==> src/rtl/reg_file_sb_if.sv <==
// reg_file_sb_if: port bundle for the ID-stage register file with scoreboard.
// master = core side (drives writeback/issue/flush/read indices),
// slave  = register file (returns read data and busy status).
interface reg_file_sb_if #(
  parameter int DATA_W   = 32,
  parameter int NUM_REGS = 15,
  parameter int ADDR_W   = 4,
  parameter int NUM_RD   = 2
);
  // writeback port
  logic                     reg_write;
  logic [ADDR_W-1:0]        reg_dest;
  logic [DATA_W-1:0]        data;
  // issue / flush for the pending-write scoreboard
  logic                     issue_valid;
  logic [ADDR_W-1:0]        issue_dest;
  logic                     flush;
  // read ports, port k at [k*ADDR_W +: ADDR_W] / [k*DATA_W +: DATA_W]
  logic [NUM_RD*ADDR_W-1:0] src;
  logic [NUM_RD*DATA_W-1:0] rd_data;
  logic [NUM_RD-1:0]        rd_busy;
  logic [NUM_REGS-1:0]      busy_vec;

  modport master (
    output reg_write, reg_dest, data, issue_valid, issue_dest, flush, src,
    input  rd_data, rd_busy, busy_vec
  );

  modport slave (
    input  reg_write, reg_dest, data, issue_valid, issue_dest, flush, src,
    output rd_data, rd_busy, busy_vec
  );
endinterface

==> src/rtl/reg_file_sb.sv <==
// reg_file_sb: NUM_REGS x DATA_W register file, NUM_RD combinational read
// ports, one writeback port, and a per-register pending-write scoreboard
// used by ID-stage hazard logic.
// Indices NUM_REGS..2^ADDR_W-1 belong to the PC: they read as 0, never busy,
// and writes/issues to them are ignored.
// Optional feature: define RF_BYPASS_EN for same-cycle write-to-read bypass.

// Per-port read lane: register select, out-of-range masking, optional bypass.
module reg_file_sb_rd #(
  parameter int DATA_W   = 32,
  parameter int NUM_REGS = 15,
  parameter int ADDR_W   = 4
) (
  input  logic [NUM_REGS-1:0][DATA_W-1:0] regs,
  input  logic [NUM_REGS-1:0]             pend,
  input  logic [ADDR_W-1:0]               src,
`ifdef RF_BYPASS_EN
  input  logic                            wr_en,
  input  logic [ADDR_W-1:0]               wr_dest,
  input  logic [DATA_W-1:0]               wr_data,
  input  logic                            iss_en,
  input  logic [ADDR_W-1:0]               iss_dest,
`endif
  output logic [DATA_W-1:0]               rd_data,
  output logic                            rd_busy
);
  localparam logic [ADDR_W:0] NREGS = (ADDR_W+1)'(NUM_REGS);

  logic in_rng;
  assign in_rng = {1'b0, src} < NREGS;

  // select storage/pending bit; PC-reserved indices return 0 and not busy
  always_comb begin
    rd_data = '0;
    rd_busy = 1'b0;
    if (in_rng) begin
      rd_data = regs[src];
      rd_busy = pend[src];
`ifdef RF_BYPASS_EN
      // writeback landing this edge is forwarded; it also resolves the
      // hazard unless a fresh issue to the same register happens together
      if (wr_en && (wr_dest == src)) begin
        rd_data = wr_data;
        if (!(iss_en && (iss_dest == src)))
          rd_busy = 1'b0;
      end
`endif
    end
  end
endmodule

module reg_file_sb #(
  parameter int DATA_W   = 32,
  parameter int NUM_REGS = 15,
  parameter int ADDR_W   = 4,
  parameter int NUM_RD   = 2
) (
  input logic         clk,
  input logic         rst,
  reg_file_sb_if.slave rf
);
  localparam logic [ADDR_W:0] NREGS = (ADDR_W+1)'(NUM_REGS);

  logic [NUM_REGS-1:0][DATA_W-1:0] regs;
  logic [NUM_REGS-1:0]             pend;
  logic [NUM_REGS-1:0]             pend_nxt;

  logic [NUM_RD-1:0][ADDR_W-1:0]   src_a;
  logic [NUM_RD-1:0][DATA_W-1:0]   rd_data_a;
  logic [NUM_RD-1:0]               rd_busy_a;

  // qualified (in-range) write and issue strobes
  logic wr_en;
  logic iss_en;
  assign wr_en  = rf.reg_write   && ({1'b0, rf.reg_dest}   < NREGS);
  assign iss_en = rf.issue_valid && ({1'b0, rf.issue_dest} < NREGS);

  // storage: reset loads register i with i; flush does not block writeback
  always_ff @(posedge clk) begin
    if (!rst) begin
      for (int i = 0; i < NUM_REGS; i++)
        regs[i] <= DATA_W'(i);
    end else if (wr_en) begin
      regs[rf.reg_dest] <= rf.data;
    end
  end

  // scoreboard next state: flush > issue set > writeback clear > hold
  always_comb begin
    pend_nxt = pend;
    for (int i = 0; i < NUM_REGS; i++) begin
      if (iss_en && (rf.issue_dest == ADDR_W'(i)))
        pend_nxt[i] = 1'b1;
      else if (wr_en && (rf.reg_dest == ADDR_W'(i)))
        pend_nxt[i] = 1'b0;
    end
    if (rf.flush)
      pend_nxt = '0;
  end

  // scoreboard register
  always_ff @(posedge clk) begin
    if (!rst) pend <= '0;
    else      pend <= pend_nxt;
  end

  assign src_a       = rf.src;
  assign rf.rd_data  = rd_data_a;
  assign rf.rd_busy  = rd_busy_a;
  assign rf.busy_vec = pend;

  // one read lane per port
  for (genvar k = 0; k < NUM_RD; k++) begin : g_rd
    reg_file_sb_rd #(
      .DATA_W  (DATA_W),
      .NUM_REGS(NUM_REGS),
      .ADDR_W  (ADDR_W)
    ) u_rd (
      .regs    (regs),
      .pend    (pend),
      .src     (src_a[k]),
`ifdef RF_BYPASS_EN
      .wr_en   (wr_en),
      .wr_dest (rf.reg_dest),
      .wr_data (rf.data),
      .iss_en  (iss_en),
      .iss_dest(rf.issue_dest),
`endif
      .rd_data (rd_data_a[k]),
      .rd_busy (rd_busy_a[k])
    );
  end
endmodule

==> src/flat_wrapper.sv <==
// flat-port wrapper written by rule: the top's interface ports become plain ports
module reg_file_sb_flat 
#(
  parameter int DATA_W   = 32,
  parameter int NUM_REGS = 15,
  parameter int ADDR_W   = 4,
  parameter int NUM_RD   = 2
)
  (clk, rst, rf_reg_write, rf_reg_dest, rf_data, rf_issue_valid, rf_issue_dest, rf_flush, rf_src, rf_rd_data, rf_rd_busy, rf_busy_vec);
  reg_file_sb_if #(.DATA_W(DATA_W), .NUM_REGS(NUM_REGS), .ADDR_W(ADDR_W), .NUM_RD(NUM_RD)) rf_i ();
  input logic clk;
  input logic rst;
  input wire logic [$bits(rf_i.reg_write)-1:0] rf_reg_write;
  input wire logic [$bits(rf_i.reg_dest)-1:0] rf_reg_dest;
  input wire logic [$bits(rf_i.data)-1:0] rf_data;
  input wire logic [$bits(rf_i.issue_valid)-1:0] rf_issue_valid;
  input wire logic [$bits(rf_i.issue_dest)-1:0] rf_issue_dest;
  input wire logic [$bits(rf_i.flush)-1:0] rf_flush;
  input wire logic [$bits(rf_i.src)-1:0] rf_src;
  output wire logic [$bits(rf_i.rd_data)-1:0] rf_rd_data;
  output wire logic [$bits(rf_i.rd_busy)-1:0] rf_rd_busy;
  output wire logic [$bits(rf_i.busy_vec)-1:0] rf_busy_vec;
  assign rf_i.reg_write = rf_reg_write;
  assign rf_i.reg_dest = rf_reg_dest;
  assign rf_i.data = rf_data;
  assign rf_i.issue_valid = rf_issue_valid;
  assign rf_i.issue_dest = rf_issue_dest;
  assign rf_i.flush = rf_flush;
  assign rf_i.src = rf_src;
  assign rf_rd_data = rf_i.rd_data;
  assign rf_rd_busy = rf_i.rd_busy;
  assign rf_busy_vec = rf_i.busy_vec;
  reg_file_sb #(.DATA_W(DATA_W), .NUM_REGS(NUM_REGS), .ADDR_W(ADDR_W), .NUM_RD(NUM_RD)) u_core (.clk(clk), .rst(rst), .rf(rf_i));
endmodule
==> config.mk <==
export PLATFORM = sky130hd
export DESIGN_NAME = reg_file_sb_flat
export DESIGN_NICKNAME = d
export VERILOG_FILES = /design/src/rtl/reg_file_sb_if.sv /design/src/rtl/reg_file_sb.sv /design/src/flat_wrapper.sv
export SDC_FILE = /design/constraint.sdc
export NUM_CORES = 1
export LEC_CHECK = 0
export BUFFER_PORTS_ARGS = -buffer_cell sky130_fd_sc_hd__buf_2
export CAP_MARGIN = 10
export CELL_PAD_IN_SITES_DETAIL_PLACEMENT = 1
export CELL_PAD_IN_SITES_GLOBAL_PLACEMENT = 1
export CORE_ASPECT_RATIO = 0.8
export CORE_MARGIN = 10
export CORE_UTILIZATION = 30
export CTS_CLUSTER_SIZE = 14
export DETAILED_ROUTE_END_ITERATION = 10
export PLACE_DENSITY_LB_ADDON = 0.1
export SETUP_SLACK_MARGIN = 0.3
export SYNTH_ARGS = -nofsm -noshare
export SYNTH_HDL_FRONTEND = slang
export SYNTH_HIERARCHICAL = 1
export SYNTH_SLANG_ARGS = --single-unit
export TNS_END_PERCENT = 5
==> constraint.sdc <==
create_clock -name clk -period 1.15 [get_ports clk]
set_input_delay 0.0575 -clock clk [delete_from_list [all_inputs] [get_ports clk]]
set_output_delay 0.0575 -clock clk [all_outputs]
set_load 0.02 [all_outputs]
# --- After elaboration in Yosys (flattened, before gate mapping) ---
# Cells that the tools add are included.
totals:
  rom_bits: 0
  memories: 0
  input_bits: 53
  word_cells: 163
  latchBits: 0
  output_inout_bits: 81
  ff_bits: 495
  mem_bits_rw: 0
op_classes:
  shift: 0
  n_mul: 0
  n_lt_le_gt_ge: 8
  bitwise_logic: 1
  n_div: 0
  n_reduce_logical: 51
  eq_ne: 28
  mux: 45
  addsub: 0
op_table:
  columns: ["operator", "count"]
  rows:
  - ["480-bit bitwise mux", 1]
  - ["32-bit binary-select mux with 4-bit select", 2]
  - ["32-bit 2-to-1 mux", 5]
  - ["32-bit demux with 4-bit select", 1]
  - ["4-bit equality test, second input constant", 14]
  - ["1-bit 2-to-1 mux", 34]
  - ["1-bit logical AND", 33]
  - ["4-bit by 3-bit equality test with 1-bit output, second input constant", 8]
  - ["2-bit nonzero test", 15]
  - ["4-bit by 2-bit equality test with 1-bit output, second input constant", 4]
  - ["4-bit less-than comparator, second input constant", 4]
  - ["4-bit by 5-bit less-than comparator with 1-bit output, second input constant", 3]
  - ["1-bit binary-select mux with 4-bit select", 2]
  - ["4-bit by 1-bit equality test with 1-bit output, second input constant", 2]
  - ["4-bit logical NOT", 2]
  - ["4-bit by 1-bit >= comparator with 1-bit output, second input constant", 1]
  - ["2-bit OR reduction", 1]
  - ["1-bit NOT", 1]

# --- Longest topological paths before layout ---
# Gate-level depths: netlist (run 1).
logic_depth:
  depth_word: 5
  ltp_mapped: 7
  depth_no_buf: 3

# --- By module ---
# Netlist (run 1), hierarchy kept.
modules_own_cells:
  columns: ["module", "instances", "seq_area_each_um2", "area_per_inst_um2", "cells_per_inst"]
  rows:
  - ["reg_file_sb", 1, 9909.5, 17769.5, 1693]
  - ["reg_file_sb_rd", 2, 0.0, 4212.8, 347]

# --- Least setup slack after synthesis (run 1) ---
# No wires, ideal clock.
synth_timing:
  kind: "input port to output port"
  start: "input port rf_src[3]"
  end: "output port rf_rd_data[0]"
  arrival_ns: 1.419
  required_time_ns: 1.092
  setup_slack_ns: -0.326
  stages: 4
  path_buffers: 2
  cell_sequence: "buf_2 -> buf_2 -> mux4_2 -> o21ai_1"
synth_between:
  elab_chain_cells: 3
  word_cells_on_any_way: 4
  classes_between: "1 x order compare; 3 x mux"
synth_rtl:
  columns: ["item", "line_no", "source"]
  rows:
  - ["start: declaration", "flat_wrapper.sv:19", "input wire logic [$bits(rf_i.src)-1:0] rf_src;"]
  - ["32-bit binary-select mux with 4-bit select", "reg_file_sb.sv:37", "rd_data = regs[src];"]
  - ["32-bit 2-to-1 mux (implied by the code)", "reg_file_sb.sv:37", null]
  - ["32-bit 2-to-1 mux *", "reg_file_sb.sv:36", "if (in_rng) begin"]
  - ["end: declaration", "flat_wrapper.sv:20", "output wire logic [$bits(rf_i.rd_data)-1:0] rf_rd_data;"]
# Every way passes the cells marked *; elsewhere a longest branch is shown, timed or not. The select of a mux whose other input is x is not followed.

# --- Final worst setup path (run 1) ---
layout_timing:
  start: "register u_core.pend[8] (netlist: u_core/rf.busy_vec[8])"
  end: "output port rf_rd_busy[1]"
layout_between:
  elab_chain_cells: 3
layout_rtl:
  columns: ["item", "line_no", "source"]
  rows:
  - ["start: declaration", "reg_file_sb.sv:65", "logic [NUM_REGS-1:0] pend;"]
  - ["start signal: assignment", "reg_file_sb.sv:104", "else pend <= pend_nxt;"]
  - ["1-bit binary-select mux with 4-bit select", "reg_file_sb.sv:38", "rd_busy = pend[src];"]
  - ["1-bit 2-to-1 mux (implied by the code)", "reg_file_sb.sv:38", null]
  - ["1-bit 2-to-1 mux", "reg_file_sb.sv:36", null]
  - ["end: declaration", "flat_wrapper.sv:21", "output wire logic [$bits(rf_i.rd_busy)-1:0] rf_rd_busy;"]
# Every way passes these cells. The select of a mux whose other input is x is not followed.

==> metrics.md, run 1 <==
| Metric | Value |
|---|---|
| Post-synth cell types | 35 |
| Fin Clk Skew | 0 ns |
| Final Setup Violations | just under 90 |
| Initial Util | 30.4% |
| Area leader, netlist | dfxtp_1 |
| RSZ-0062 raised after global routing | true |
| Core Rows | 96 |
| Final hold slack | -0.0270 ns |
| Avg Synthesized Cell Area | 11.0 um^2 |
| DRT iter0 DRCs | a little under 1000 |
| Clock power share | 46.2% |
| Critical R2R Launch | u_core/rf.busy_vec[3]$_SDFFE_PP0P_ |
| Clock sink count | 495 |
| Synth top cells by count | 652 x mux2i_1, 495 x dfxtp_1, 486 x nand2_1, 198 x mux4_2, 112 x clkbuf_1 |
| Hold Crit Class | input port to register |
| Pwr Density | 1210 nW/um^2 |
| Crit path from | u_core/rf.busy_vec[8]$_SDFFE_PP0P_ |
| Worst Setup End Kind | primary output |
| Via count | 20420 |
| Pint | 30.8 mW |
| Area of the core | 86100 um^2 |
| Placer Congestion | between 0.7 and 0.8 |
| Worst reg2reg endpoint | u_core/rf.busy_vec[3]$_SDFFE_PP0P_ |
| Post-synth EDFFs | 0 |
| Post-route cell area | approximately 34000 um^2 |
| CTS tree | done |
| Peak VDD IR | 0.00108 V |
| DRC | 0 |
| Die height | 284 um |
| Net Sw Frac | 25.8% |
| Largest net degree at the start of global routing | 79 |
| Drt pass-1 iters | 5 |
| Initial antenna violation count | 0 |
| Clock buffer depth | 3 |
| Area growth, synth to finish | 31.5% |
| CP Max Fanout | 4 |
| Gr ovfl total | 0 |
| Share of cells above drive strength 1 | 38.1% |
| DR vias/cell | ~5.3 |
| First-pass GRT wire length | around 150 mm |
| Reg clk slew, reported paths | 0.06 ns |
| Top-count cell post-synth | mux2i_1 |
| Critical Path RT | 1.09 ns |
| Register area | 10100 um^2 |
| Synth async-reset ratio | 0% |
| Synth Register Bits | 495 |
| Cell Area, Synth | ~26000 um^2 |
| Final std cells w/o fill | 3869 |
| Min-Delay Path Depth | 4 |
| Placed Area | 31100 um^2 |
| Syn Inst Count | 2387 |
| R2r worst-path depth | 3 |
| Syn. warnings | 6 |
| H-Tree Depth | 2 |
| Crit path DAT | 2.08 ns |
| Seq pwr share | a little over two fifths |
| Final hold vios | 16 |
| WL per Instance | 25.5 um |
| Port Buffers | ~130 |
| Post-synth top area share | 37.8% |
| # fillers | between 9000 and 10000 |
| Multi-input logic area | between 15000 and 20000 um^2 |
| Startpoint Class | register |
| TritonCTS buffer count | 59 |
| Total die area | approximately 100000 um^2 |
| Status | finished, violations left |
| Root Driver | clkbuf_16 |
| Number of diodes | 0 |
| Post-synth net total | 2440 |
| Post-synthesis sequential area ratio | 37.8% |
| Placed cell count | around 3700 |
| CP endpoint | rf_rd_busy[1] |
| Sw Pwr | between 10 and 15 mW |
| GRT Overall Usage | between 10% and 20% |
| Number of max-cap violations | 0 |
| Tcrit/Tclk final | 186% |
| Die W | 350 um |
| Post-route setup slack | -0.984 ns |
| Relative slew margins | 25.4% |
| LEAKAGE | 15.3 nW |
| Crit Path Class | register to primary output |
| Failing checks | negative hold slack, negative setup slack |
| Later-pin clock latency in the skew report | 0.62 ns |
| Number of global-route vias before repair | 22266 |
| Fmax | about 470 MHz |
| Antenna viol nets, final | 0 |
| Area contributors post-synth | dfxtp_1 38%, mux2i_1 25%, mux4_2 17%, nand2_1 7.0%, a22oi_1 1.9% |
| Final HPWL DP | 67.7 mm |
| Ports | 134 |
| Max Slew Vio Count | 0 |
| FF-to-FF setup slack | 0.24 ns |
| Post-Route WL | 98.8 mm |
| Top_reg_cell synth | dfxtp_1 |
| Tmin final | ~2.1 ns |
| Least-Margin Pin Slew | 1.12 ns |
| Layout Nets | 2748 |
| Combinational share of power | 11.5% |
==> what timing repair did <==
action	CTS	global route
setup buffers	2	5
setup endpoints to repair	85	149
hold buffers	40	3
endpoints found under the hold margin	495	6
gates resized for setup	266	92
pin swaps	49	14
==> kinds of logic (layout without fill, tap and decap cells) <==
| logic type | count (synthesis) | count (layout) | share of synthesized area, % |
|---|---|---|---|
| buffers and inverters | 239 | 594 | 5.37 |
| flip-flops | 495 | 495 | 37.8 |
| multiplexers | 850 | 850 | 41.9 |
| AO/OA/AOI/OAI | 199 | 199 | 4.95 |
| AND/OR/NAND/NOR | 604 | 604 | 9.91 |
==> worst max-delay path: stages, from the launching register on <==
cell	delay, ns
dfxtp_2	0.36
mux4_2	0.47
a22oi_2	0.24
buf_4	0.16
o21ai_4	0.06
buf_6	0.14
==> state kept, by name, indices dropped and copies added (netlist names) <==
register and count:
u_core/regs 480, u_core/rf.busy_vec 15
==> how the worst min path moves through the flow <==
stage,startpoint,end,slack (ns)
floorplan,rf_issue_dest[3],u_core/rf.busy_vec[11]$_SDFFE_PP0P_,0.18
global placement,rf_issue_dest[3],u_core/rf.busy_vec[11]$_SDFFE_PP0P_,0.34
detailed placement,rf_issue_dest[3],u_core/rf.busy_vec[11]$_SDFFE_PP0P_,0.37
CTS,rst,u_core/regs[99]$_SDFFE_PN0P_,-0.06
global route,rst,u_core/regs[392]$_SDFFE_PN0P_,-0.008
finish,rst,u_core/regs[101]$_SDFFE_PN0P_,-0.03
==> placed cells by master, fill, tap and decap left out, drive strengths merged, types with 9 or more instances in the layout <==
master       synthesis  layout
a22oi               66      66
dfxtp              495     495
o21ai               90      90
clkbuf             123      95
buf                109     436
o211ai              24      24
mux2i              652     652
nand2              498     498
nand2b              72      72
nor2b                9       9
dlygate4sd3          0      41
clkinv               0       9
mux4               198     198
a32o                15      15
==> stage by stage <==
stage	utilization (%)	hold WS, ns	power (mW)	setup WS, ns	TNS (ns)
3_3_place_gp	36.1	0.344	22.4	-0.713	-117.75
4_1_cts	39.7	-0.0551	42.1	-1.02	-61.42
5_1_grt	40.0	-0.00830	43.1	-1.02	-63.82
2_1_floorplan	-	0.183	20.5	-0.157	-9.97
3_5_place_dp	36.1	0.368	22.5	-0.713	-129.50
6_report	40.0	-0.0270	41.5	-0.984	-58.50
==> cell type report <==
type	instances	area share (%)
clock inverter	13	0.349
inverter	7	0.0908
tap	1127	4.09
timing repair buffer	479	14.5
multi-input combinational	1653	46.2
sequential	495	29.4
clock buffer	95	5.38
==> routing by layer <==
metal / wire, um / part of all wire [%] / GRT usage [%] / vias to the layer above
met3: 3290 / 3.3 / 2.71 / 145
met4: 2660 / 2.7 / 5.87 / 0
li1: - / - / - / 9297
met5: 0 / 0 / 0 / -
met2: 46700 / 47 / 32.2 / 361
met1: 46100 / 47 / 26.1 / 10617
==> power by group through the flow <==
stage / Clock [mW] / Combinational [mW] / Sequential [mW]
3_5_place_dp: 0 / 4.58 / 17.9
4_1_cts: 19.8 / 4.79 / 17.5
2_1_floorplan: 0 / 2.67 / 17.9
3_3_place_gp: 0 / 4.52 / 17.9
6_report: 19.2 / 4.79 / 17.6
5_1_grt: 20.5 / 5.07 / 17.6
Note: power is estimated with default switching activity, not from simulation.
==> run 2: changes to the inputs <==
--- a/config.mk
+++ b/config.mk
@@ -15,6 +15,7 @@
 export CTS_CLUSTER_SIZE = 14
 export DETAILED_ROUTE_END_ITERATION = 10
 export PLACE_DENSITY_LB_ADDON = 0.1
+export RECOVER_POWER = 50
 export SETUP_SLACK_MARGIN = 0.3
 export SYNTH_ARGS = -nofsm -noshare
 export SYNTH_HDL_FRONTEND = slang
==> metrics.md, run 2 (synthesis gave the netlist of run 1 again) <==
| Metric | Value |
|---|---|
| Status | finished, violations left (unchanged) |
| Failing checks | negative hold slack, negative setup slack (unchanged) |
| RSZ-0062 raised after global routing | true (unchanged) |
| Post-route setup slack | -0.998 ns (was -0.984 ns) |
| Fin Clk Skew | 0 ns (unchanged) |
| Placed Area | 31100 um^2 (unchanged) |
| Final Setup Violations | 152 (was 88) |
| Most frequent cells in the layout | 652 x mux2i_1, 493 x nand2_1, 351 x dfxtp_1 (was 652 x mux2i_1, 486 x nand2_1, 338 x dfxtp_1) |
| Final hold vios | 16 (unchanged) |
| # fillers | 9087 (was 9054) |
| Clock buffer depth | 3 (unchanged) |
| Worst Setup End Kind | primary output (unchanged) |
| Largest net degree at the start of global routing | 79 (unchanged) |
| Final hold slack | -0.0258 ns (was -0.0270 ns) |
| Post-layout power | 41.4 mW (was 41.5 mW) |
| Min-Delay Path Depth | 4 (unchanged) |
| Critical R2R Launch | u_core/rf.busy_vec[3]$_SDFFE_PP0P_ (unchanged) |
| Initial Util | 30.4% (unchanged) |
| Share of cells above drive strength 1 | 36.9% (was 38.1%) |
| FF-to-FF setup slack | 0.24 ns (about the same) |
| Area growth, synth to finish | 30.2% (was 31.5%) |
| Total die area | 99600 um^2 (unchanged) |
| Layout Nets | 2748 (unchanged) |
| Placer Congestion | 0.768 (unchanged) |
| LEAKAGE | 15.1 nW (was 15.3 nW) |
| Setup TNS | -63.81 ns (was -58.50 ns) |
| Max Slew Vio Count | 0 (unchanged) |
| Number of global-route vias before repair | 22266 (unchanged) |
| Least-Margin Pin Slew | 1.13 ns (was 1.12 ns) |
| Post-Route WL | 98.8 mm (about the same) |
| CP Max Fanout | 4 (unchanged) |
| Hold Crit Class | input port to register (unchanged) |
| Tmin final | 2.15 ns (was 2.13 ns) |
| H-Tree Depth | 2 (unchanged) |
| Port Buffers | 133 (unchanged) |
| GRT Overall Usage | 19.5% (unchanged) |
| Final core utilization | 39.6% (was 40.0%) |
| Core Rows | 96 (unchanged) |
| Relative slew margins | 24.5% (was 25.4%) |
| Ports | 134 (unchanged) |
| Clock sink count | 495 (unchanged) |
| DRT iter0 DRCs | 921 (was 986) |
| Fmax | 466 MHz (was 469 MHz) |
| Max reg flops | 480 (unchanged) |
| Pwr Density | 1210 nW/um^2 (about the same) |
| WHS Endpoint | u_core/regs[101]$_SDFFE_PN0P_ (unchanged) |
| Top reg by flops | u_core/regs (unchanged) |
| Die W | 350 um (unchanged) |
| Root Driver | clkbuf_16 (unchanged) |
| Most common cell after layout, fill and taps aside | mux2i_1 (unchanged) |
| Via count | 20385 (was 20420) |
| Crit Path Class | register to primary output (unchanged) |
| Place WS | -0.713 ns (unchanged) |
| Drt pass-1 iters | 4 (was 5) |
| Critical Path RT | 1.09 ns (about the same) |
| Later-pin clock latency in the skew report | 0.62 ns (about the same) |
| Post-route cell area | 34100 um^2 (was 34400 um^2) |
| Gr ovfl total | 0 (unchanged) |
| Worst reg2reg endpoint | u_core/rf.busy_vec[3]$_SDFFE_PP0P_ (unchanged) |
| Antenna viol nets, final | 0 (unchanged) |
| Reg clk slew, reported paths | 0.06 ns (about the same) |
| R2r worst-path depth | 3 (unchanged) |
| CTS tree | done (unchanged) |
| Die height | 284 um (unchanged) |
| Crit path DAT | 2.09 ns (was 2.08 ns) |
| Number of max-cap violations | 0 (unchanged) |
| Final HPWL DP | 67.7 mm (unchanged) |
| Area of the core | 86100 um^2 (unchanged) |
| Tcrit/Tclk final | 187% (was 186%) |
| First-pass GRT wire length | 148 mm (unchanged) |
| Startpoint Class | register (unchanged) |
| WL per Instance | 25.5 um (about the same) |
| Initial antenna violation count | 0 (unchanged) |
| Number of diodes | 0 (unchanged) |
| DR vias/cell | 5.27 (was 5.28) |
| TritonCTS buffer count | 59 (unchanged) |
| Hold_sp | rst (unchanged) |
| DRC | 0 (unchanged) |
| Peak VDD IR | 0.00108 V (about the same) |
==> run 2: cell types whose count changed in the layout (fill, tap and decap cells not counted), sizes merged <==
| cell | change |
|---|---|
| clkbuf | +34 |
| buf | -34 |
==> run 2: cell type report <==
cell class | instances | area [um^2] | share of cell area, %
Inverter | 7 | 31.3 | 0.0917
Tap cell | 1127 | 1410 | 4.13
Multi-Input combinational cell | 1653 | 15900 | 46.5
Clock inverter | 13 | 120 | 0.352
Timing Repair Buffer | 479 | 4740 | 13.9
Clock buffer | 95 | 1850 | 5.43
Sequential cell | 495 | 10100 | 29.6
==> run 2: repair_timing <==
item,CTS,global route
hold endpoints to repair,495,6
gates resized for setup,266,92
setup buffers,2,5
pin swaps,49,14
setup endpoints to repair,85,149
hold buffers,40,3
==> run 2: per-layer routing <==
metal | vias up | share of wire (%) | routed length (um) | global-route usage (%)
met1 | 10630 | 47 | 46500 | 26.1
met2 | 308 | 47 | 46800 | 32.2
met5 | - | 0 | 0 | 0
met3 | 148 | 2.9 | 2910 | 2.71
met4 | 0 | 2.7 | 2650 | 5.87
li1 | 9299 | - | - | -
==> run 2: worst max path at each step <==
stage                                             start              to  slack, ns  cells after the start
global route         u_core/rf.busy_vec[8]$_SDFFE_PP0P_   rf_rd_busy[1]      -1.02                      5
finish               u_core/rf.busy_vec[8]$_SDFFE_PP0P_   rf_rd_busy[1]       -1.0                      5
CTS                 u_core/rf.busy_vec[11]$_SDFFE_PP0P_   rf_rd_busy[1]      -1.02                      5
floorplan                                     rf_src[1]  rf_rd_data[31]      -0.16                      6
global placement                              rf_src[4]   rf_rd_busy[1]      -0.71                      7
detailed placement                            rf_src[4]   rf_rd_busy[1]      -0.71                      7
==> run 2: report_power, final <==
group | internal (mW) | switching, mW | leakage [nW]
sequential | 17.4 | 0.185 | 4.07
clock | 11.4 | 7.78 | 0.976
combinational | 2.04 | 2.69 | 10.1
==> run 2: metrics by stage <==
step	cells	hold slack, ns
2_1_floorplan	2387	0.183
3_3_place_gp	3711	0.344
3_5_place_dp	3711	0.368
4_1_cts	3861	-0.0551
5_1_grt	3869	-0.00830
6_report	3869	-0.0258
==> run 2: critical path, stage by stage, from the launching register on <==
cell and delay [ns]:
dfxtp_2 0.36, mux4_2 0.47, a22oi_2 0.25, buf_4 0.17, o21ai_4 0.06, buf_6 0.14
